===== src/rtl/mp64_extmem_mc.sv =====
// Multi-channel burst memory controller: fixed-priority arbitration with a
// starvation guard, one burst at a time onto a single-beat-handshake PHY.
module mp64_extmem_mc #(
  parameter int NCH    = 3,
  parameter int DW     = 64,
  parameter int AW     = 32,
  parameter int LENW   = 3,
  parameter int STARVE = 8
) (
  input  logic                 i_clk,
  input  logic                 i_rst_n,
  input  logic [NCH-1:0]       i_ch_req,
  input  logic [NCH-1:0]       i_ch_wen,
  input  logic [NCH*AW-1:0]    i_ch_addr,
  input  logic [NCH*LENW-1:0]  i_ch_len,
  input  logic [NCH*DW-1:0]    i_ch_wdata,
  output logic [NCH-1:0]       o_ch_wpop,
  output logic [NCH-1:0]       o_ch_gnt,
  output logic [NCH-1:0]       o_ch_rvalid,
  output logic [DW-1:0]        o_ch_rdata,
  output logic [NCH-1:0]       o_ch_done,
  output logic                 o_phy_req,
  output logic                 o_phy_wen,
  output logic [AW-1:0]        o_phy_addr,
  output logic [DW-1:0]        o_phy_wdata,
  output logic [LENW:0]        o_phy_burst_len,
  input  logic [DW-1:0]        i_phy_rdata,
  input  logic                 i_phy_ack
);

  localparam int GW  = (NCH > 1) ? $clog2(NCH) : 1;
  localparam int WCW = (STARVE > 0) ? $clog2(STARVE + 1) : 1;
  localparam logic [AW-1:0] BEAT_BYTES = AW'(DW / 8);

  typedef enum logic {S_IDLE, S_BURST} state_t;

  state_t                   r_state, w_next;
  logic [GW-1:0]            r_g, w_win;
  logic                     r_wen;
  logic [LENW-1:0]          r_len, r_beat;
  logic [NCH-1:0][WCW-1:0]  r_wc;

  logic                     w_any, w_grant, w_beat, w_last, w_win_wen;
  logic [AW-1:0]            w_win_addr;
  logic [LENW-1:0]          w_win_len;
  logic [DW-1:0]            w_win_wdata, w_cur_wdata;

  assign w_any   = |i_ch_req;
  assign w_grant = (r_state == S_IDLE) && w_any;
  assign w_beat  = (r_state == S_BURST) && i_phy_ack;
  assign w_last  = (r_beat == r_len);

  // Lowest requester wins; a starved requester (lowest index first) overrides.
  always_comb begin
    w_win = '0;
    for (int i = NCH - 1; i >= 0; i--)
      if (i_ch_req[i]) w_win = GW'(i);
    if (STARVE > 0)
      for (int i = NCH - 1; i >= 0; i--)
        if (i_ch_req[i] && int'(r_wc[i]) >= STARVE) w_win = GW'(i);
  end

  always_comb begin
    w_win_addr  = '0;
    w_win_len   = '0;
    w_win_wdata = '0;
    w_win_wen   = 1'b0;
    w_cur_wdata = '0;
    for (int i = 0; i < NCH; i++) begin
      if (w_win == GW'(i)) begin
        w_win_addr  = i_ch_addr[i*AW +: AW];
        w_win_len   = i_ch_len[i*LENW +: LENW];
        w_win_wdata = i_ch_wdata[i*DW +: DW];
        w_win_wen   = i_ch_wen[i];
      end
      if (r_g == GW'(i)) w_cur_wdata = i_ch_wdata[i*DW +: DW];
    end
  end

  always_ff @(posedge i_clk) begin
    if (!i_rst_n) r_state <= S_IDLE;
    else          r_state <= w_next;
  end

  always_comb begin
    w_next = r_state;
    case (r_state)
      S_IDLE:  if (w_any) w_next = S_BURST;
      S_BURST: if (w_beat && w_last) w_next = S_IDLE;
      default: w_next = S_IDLE;
    endcase
  end

  // The last beat pops nothing: its word was already taken on the previous ack.
  always_comb begin
    o_ch_wpop = '0;
    if (i_rst_n) begin
      if (w_grant && w_win_wen)            o_ch_wpop[w_win] = 1'b1;
      else if (w_beat && r_wen && !w_last) o_ch_wpop[r_g]   = 1'b1;
    end
  end

  always_ff @(posedge i_clk) begin
    if (!i_rst_n) begin
      r_g             <= '0;
      r_wen           <= 1'b0;
      r_len           <= '0;
      r_beat          <= '0;
      o_phy_req       <= 1'b0;
      o_phy_wen       <= 1'b0;
      o_phy_addr      <= '0;
      o_phy_wdata     <= '0;
      o_phy_burst_len <= '0;
      o_ch_rdata      <= '0;
      o_ch_gnt        <= '0;
      o_ch_rvalid     <= '0;
      o_ch_done       <= '0;
    end else begin
      o_ch_gnt    <= '0;
      o_ch_rvalid <= '0;
      o_ch_done   <= '0;
      if (w_grant) begin
        r_g             <= w_win;
        r_wen           <= w_win_wen;
        r_len           <= w_win_len;
        r_beat          <= '0;
        o_phy_req       <= 1'b1;
        o_phy_wen       <= w_win_wen;
        o_phy_addr      <= w_win_addr;
        o_phy_wdata     <= w_win_wdata;
        o_phy_burst_len <= {1'b0, w_win_len} + (LENW+1)'(1);
        o_ch_gnt[w_win] <= 1'b1;
      end else if (w_beat) begin
        if (!r_wen) begin
          o_ch_rdata       <= i_phy_rdata;
          o_ch_rvalid[r_g] <= 1'b1;
        end
        if (w_last) begin
          o_phy_req      <= 1'b0;
          o_ch_done[r_g] <= 1'b1;
        end else begin
          r_beat     <= r_beat + LENW'(1);
          o_phy_addr <= o_phy_addr + BEAT_BYTES;
          if (r_wen) o_phy_wdata <= w_cur_wdata;
        end
      end
    end
  end

  // Wait counters only advance on real grants; saturate once starved.
  always_ff @(posedge i_clk) begin
    for (int i = 0; i < NCH; i++) begin
      if (!i_rst_n || !i_ch_req[i]) r_wc[i] <= '0;
      else if (w_grant) begin
        if (w_win == GW'(i))             r_wc[i] <= '0;
        else if (int'(r_wc[i]) < STARVE) r_wc[i] <= r_wc[i] + WCW'(1);
      end
    end
  end

endmodule


===== config.mk =====
export PLATFORM = sky130hd
export DESIGN_NAME = mp64_extmem_mc
export DESIGN_NICKNAME = d
export VERILOG_FILES = /design/src/rtl/mp64_extmem_mc.sv
export SDC_FILE = /design/constraint.sdc
export NUM_CORES = 1
export LEC_CHECK = 0
export ABC_CLOCK_PERIOD_IN_PS = 3000
export CAP_MARGIN = 15
export CORE_AREA = 2 2 216 218
export DETAILED_ROUTE_END_ITERATION = 8
export DIE_AREA = 0 0 218 220
export GPL_ROUTABILITY_DRIVEN = 0
export REMOVE_ABC_BUFFERS = 1
export SLEW_MARGIN = 20
export SYNTH_ARGS = -nofsm -noshare
export SYNTH_HDL_FRONTEND = slang
export SYNTH_SLANG_ARGS = --single-unit

===== constraint.sdc =====
create_clock -name i_clk -period 3 [get_ports i_clk]
set_input_delay 0.45 -clock i_clk [delete_from_list [all_inputs] [get_ports i_clk]]
set_output_delay 0.45 -clock i_clk [all_outputs]
set_load 0.005 [all_outputs]

Word level (Yosys, flattened, before mapping)

Cells that the tools add are included.

Add/subtract/negate cells: 6
$lt $le $gt $ge: 10
Eq/ne operators: 6
Multiplexer cells: 47
Bitwise gates (word level): 6
Reduce and logical (&&, ||, !) cells: 40

Operator list:

| kind                  | number |
|---|---|
| $mux 64               | 10 |
| $mux 32               | 6 |
| $add 32x4->32 const B | 1 |
| $mux 4                | 6 |
| $mux 3                | 6 |
| $reduce_and 2->1      | 7 |
| $add 4x1->4 const B   | 3 |
| $ge 4x4->1 const B    | 3 |
| $lt 4x4->1 const B    | 3 |
| $mux 2                | 6 |
| $reduce_bool 2->1     | 6 |
| $logic_and 1x1->1     | 11 |
| $mux 1                | 10 |
| $reduce_or 4->1       | 2 |
| $lt 2x3->1 const B    | 2 |
| $not 1->1             | 6 |
| $reduce_and 3->1      | 2 |
| $logic_not 1->1       | 5 |
| $add 3x1->4 const B   | 1 |
| $demux 1 s2           | 2 |
| $eq 2x1->1 const B    | 2 |
| $eq 2x2->1 const B    | 2 |
| $ge 2x1->1 const B    | 2 |
| $logic_not 2->1       | 2 |
| other kinds (7)       | 9 |

Bits in registers: 196
Bits of input ports: 370
Output and inout bits: 178
Word-level logic and storage cells: 131

Logic depth before layout (Yosys ltp)

Depth in word-level cells: 13
Mapped depth: 9
Depth with buffers taken out: 7

Worst setup path after synthesis

No wires, ideal clock.

Path type: in2out
Start: in i_ch_req[2]
End: out o_ch_wpop[2]
Arrival: 1.762 ns
Data required time: 2.550 ns
Setup slack: 0.788 ns
Stages: 7
Buffers on the path: 2
Cell sequence: clkbuf_2 > a21oi_2 > o21a_2 > buf_2 > a22oi_1 > o32a_1 > nor2_1

Word-level cells in the longest chain between the ends: 13
Elaborated cells between the ends (all ways): 23
Classes of those cells: order compare (2); eq/ne (2); mux (13); reduce/logical (6)

Ends and longest elaborated chain:

| item                                                | line | RTL |
|---|---|---|
| start, declared                                     | 12   | `input logic [NCH-1:0] i_ch_req,` |
| branches (longest 11 deep; another with $lt 2x3->1) | --   |  |
| $mux 3 *                                            | 98   | `if (w_grant && w_win_wen) o_ch_wpop[w_win] = 1'b1;` |
| $mux 3 *                                            | 97   | `if (i_rst_n) begin` |
| end, declared                                       | 17   | `output logic [NCH-1:0] o_ch_wpop,` |

Every way passes the cells marked *.

Worst setup path in the final report

Start: in i_ch_req[0]
End: out o_ch_wpop[0]

Word-level cells in the longest chain between the ends: 11
Elaborated cells between the ends (all ways): 21
Classes of those cells: order compare (2); eq/ne (2); mux (11); reduce/logical (6)

Ends and longest elaborated chain:

| item                                               | line |
|---|---|
| branches (longest 9 deep; another with $lt 2x3->1) | -- |
| $mux 3 *                                           | 98 |
| $mux 3 *                                           | 97 |

Marks and branches as above.

==> key figures <==
STA
  – WHS: 0.284 ns
  – Slew HR: 0.364
  – # setup viols final: 0
  – Final WS setup: 0.129 ns
  – F_max: 348 MHz
  – Clock Skew: 0.0135 ns
  – Slew Limit Fails: 0
  – Endpoints failing hold: 0
  – Minimum clock period: 2.87 ns
  – Fin crit share: 0.957
  – Slew at the pin closest to its max-slew limit: 0.954 ns

Cells and area
  – Reg area: 0.00393 mm2
  – Multi-input logic area: 0.00654 mm2
  – Fin area: 0.0179 mm2
  – Layout area overhead: 63.0%
  – Fillers: 4696
  – Nets: 2221
  – Most frequent cells in the layout: clkdlybuf4s50_1, nand2_1, dfxtp_1
  – Final Core Density: 0.390
  – Layout cells sized above 1: 0.0631
  – Commonest non-fill, non-tap cell in the layout: clkdlybuf4s50_1

Synthesis
  – Post-Synthesis Mean Instance Area: 8.09 um2
  – Top_reg_cell synth: dfxtp_1
  – Post-synth EDFFs: 0
  – Post-synth top area cell: dfxtp_1
  – Register area share after synthesis: 0.357
  – Synth top area share: 0.357
  – Top area cells in the synthesized netlist: dfxtp_1, nand2_1, mux2i_1, a211oi_1, a21oi_1
  – Post-synth cell types: 72
  – Synth Warn #: 0
  – FF+latch count, synth: 196
  – Asr flop ratio synth: 0
  – Synthesized area: 0.0110 mm2
  – Mapped Cells: 1356

Global routing
  – Initial antenna violation count: 8
  – Largest net degree at the start of global routing: 115
  – Vias in the first global route: 12846
  – Global route overflow: 0
  – First-pass GRT wire length: 79200 um
  – Tot GR Track Use: 0.217

Critical path
  – Slowest CP cell: clkdlybuf4s50_1
  – Crit path required time: 2.55 ns
  – WP data arrival: 2.42 ns
  – Crit Path Max Fanout: 7
  – R2r startpoint: o_phy_addr[3]$_SDFFE_PN0P_
  – Worst path top cell family by delay: buffers and inverters
  – Crit-path cells: clkdlybuf4s50_1, buf_4, a22oi_2, and3_4, buf_4, nor2_4, a31oi_1, nor2_1, clkdlybuf4s50_1
  – Crit end category: output pin
  – Crit Path Class: primary input to output pin
  – Worst Path Buf+Inv: 4
  – FF-to-FF End: o_phy_addr[31]$_SDFFE_PN0P_
  – Critical path depth: 9
  – Startpoint Class: primary input
  – Worst Reg-to-Reg Cells: 6
  – Critical Path Start: i_ch_req[0]
  – Worst setup endpoint: o_ch_wpop[0]
  – Max stage delay on crit path: 0.48 ns
  – Reg2Reg Setup Slack: 0.71 ns

Clock network
  – Root buf cell: clkbuf_16
  – CTS clk-pin slew, worst paths: 0.09 ns
  – CTS tree: built
  – Worst skew pair latency: 0.51 ns
  – Sink Count: 196
  – Num CTS Buffers: 17
  – Number of H-tree levels: 4
  – Maximum root-to-sink buffer count: 2

Power
  – Pwr/cell area: 424 mW/mm2
  – Pwr Total: 7.59 mW
  – Lkg Pwr: 6.05 nW
  – Peak VDD IR: 312 uV

Die
  – Die ar.: 0.0480 mm2
  – Core area: 0.0459 mm2
  – IO Pins: 548
  – Starting density of the core: 0.239
  – Die Ht: 220 um
  – Core Rows: 79
  – Die width: 218 um

Run
  – Max Cap Viol: 0

Placement
  – Port Buffers: 547
  – Post-placement cell area: 0.0172 mm2
  – Dpl hpwl: 39100 um
  – Worst slack, placed: 0.000185 ns

Routing
  – Routed vias: 13044
  – Post-route DRC violation count: 0
  – Metal3 WL: 4110 um
  – Routed wire length: 54300 um
  – Met2 WL: 26500 um
  – DR vias/cell: 5.29
  – Starting DRT DRC Count: 739
  – Antenna Nets Post-Route: 0
  – Top Metal Used: met5
  – DRT Pass-1 Iters: 4
  – WL/cell: 22.0 um
  – Metal1 wirelength: 22200 um

Min path
  – Hold crit path type: primary input to register

Run status
  – Status: finished clean
[worst min-delay path by stage]
| stage | start | to | slack [ns] | cells past startpoint |
|---|---|---|---|---|
| detailed placement | o_ch_rdata[5]$_SDFFE_PN0P_ | o_ch_rdata[5]$_SDFFE_PN0P_ | 0.45 | 2 |
| finish | i_rst_n | o_phy_burst_len[0]$_SDFFE_PN0P_ | 0.28 | 3 |
| CTS | i_rst_n | o_phy_burst_len[0]$_SDFFE_PN0P_ | 0.24 | 3 |
| floorplan | o_phy_addr[1]$_SDFFE_PN0P_ | o_phy_addr[1]$_SDFFE_PN0P_ | 0.45 | 2 |
| global placement | o_ch_rdata[16]$_SDFFE_PN0P_ | o_ch_rdata[16]$_SDFFE_PN0P_ | 0.44 | 2 |
| global route | i_rst_n | o_phy_burst_len[0]$_SDFFE_PN0P_ | 0.27 | 3 |
[worst reg2reg max path: stages, from the launching register on]
cell,delay [ns]
dfxtp_1,0.45
ha_1,0.23
and3_1,0.31
nand3_1,0.27
or4_4,0.51
o41a_1,0.33
o21ai_1,0.12
[where the power goes]
| group | switching (mW) | internal [mW] | leakage [nW] |
|---|---|---|---|
| Sequential | 0.166 | 2.81 | 1.61 |
| Combinational | 0.979 | 1.17 | 4.15 |
| Clock | 1.25 | 1.21 | 0.293 |
[per-stage QoR]
| stage | setup TNS [ns] | cells |
|---|---|---|
| after floorplan | -165.60 | 1227 |
| after global placement | 0 | 2428 |
| after detailed placement | 0 | 2428 |
| after CTS | 0 | 2461 |
| after global routing | -0.0308 | 2465 |
| final | 0 | 2465 |
[area by class of cell]
cell class / instances / area share
diodes: 3 / 0.000419
clock inverters: 14 / 0.00874
inverters: 17 / 0.00385
repair buffers: 596 / 0.335
multi-input cells: 1014 / 0.365
well taps: 607 / 0.0424
flip-flops and latches: 196 / 0.220
clock buffers: 18 / 0.0245
[Yosys cell counts (9+ instances only)]
cell type and n:
dfxtp_1 196, a22oi_1 37, clkbuf_1 71, a21oi_1 101
a22o_1 39, a211oi_1 82, o21ai_0 90, nor2_1 41
buf_4 10, and3_1 9, o211ai_1 60, buf_1 12
buf_2 35, nand2_1 243, nor3_1 18, a221oi_1 37
inv_1 16, mux2i_1 77, nand4_1 13, xnor2_1 14
ha_1 9, nand3_1 18
[sequential cells by signal, indices dropped and copies added, names as in the netlist]
name,flops
o_ch_done,3
o_ch_gnt,3
o_ch_rdata,64
o_ch_rvalid,3
o_phy_addr,32
o_phy_burst_len,4
o_phy_req,1
o_phy_wdata,64
r_beat,3
r_g,2
r_len,3
r_state,1
r_wc,12
r_wen,1
[cells by family after synthesis]
family	after synthesis	synth area share
flip-flops	196	0.357
multiplexers	78	0.0712
adder cells (fa/ha/maj)	9	0.0103
buffers and inverters	146	0.0574
AO/OA/AOI/OAI	524	0.333
AND/OR/NAND/NOR	382	0.154
XOR/XNOR	21	0.0168
[metal layers]
| metal | GRT usage | up-vias |
|---|---|---|
| li1 | - | 6078 |
| met1 | 0.255 | 6358 |
| met2 | 0.371 | 513 |
| met3 | 0.0654 | 89 |
| met4 | 0.0839 | 6 |
| met5 | 0 | - |
[repair_timing]
action | 4_1_cts | 5_1_grt
hold endpoints to repair | 0 | 0
pin swaps | 2 | 1
hold buffers | 0 | 0
resized for setup | 4 | 6
endpoints found under the setup margin | 3 | 3
buffers inserted | 1 | 1
(Power assumes the default switching activity.)
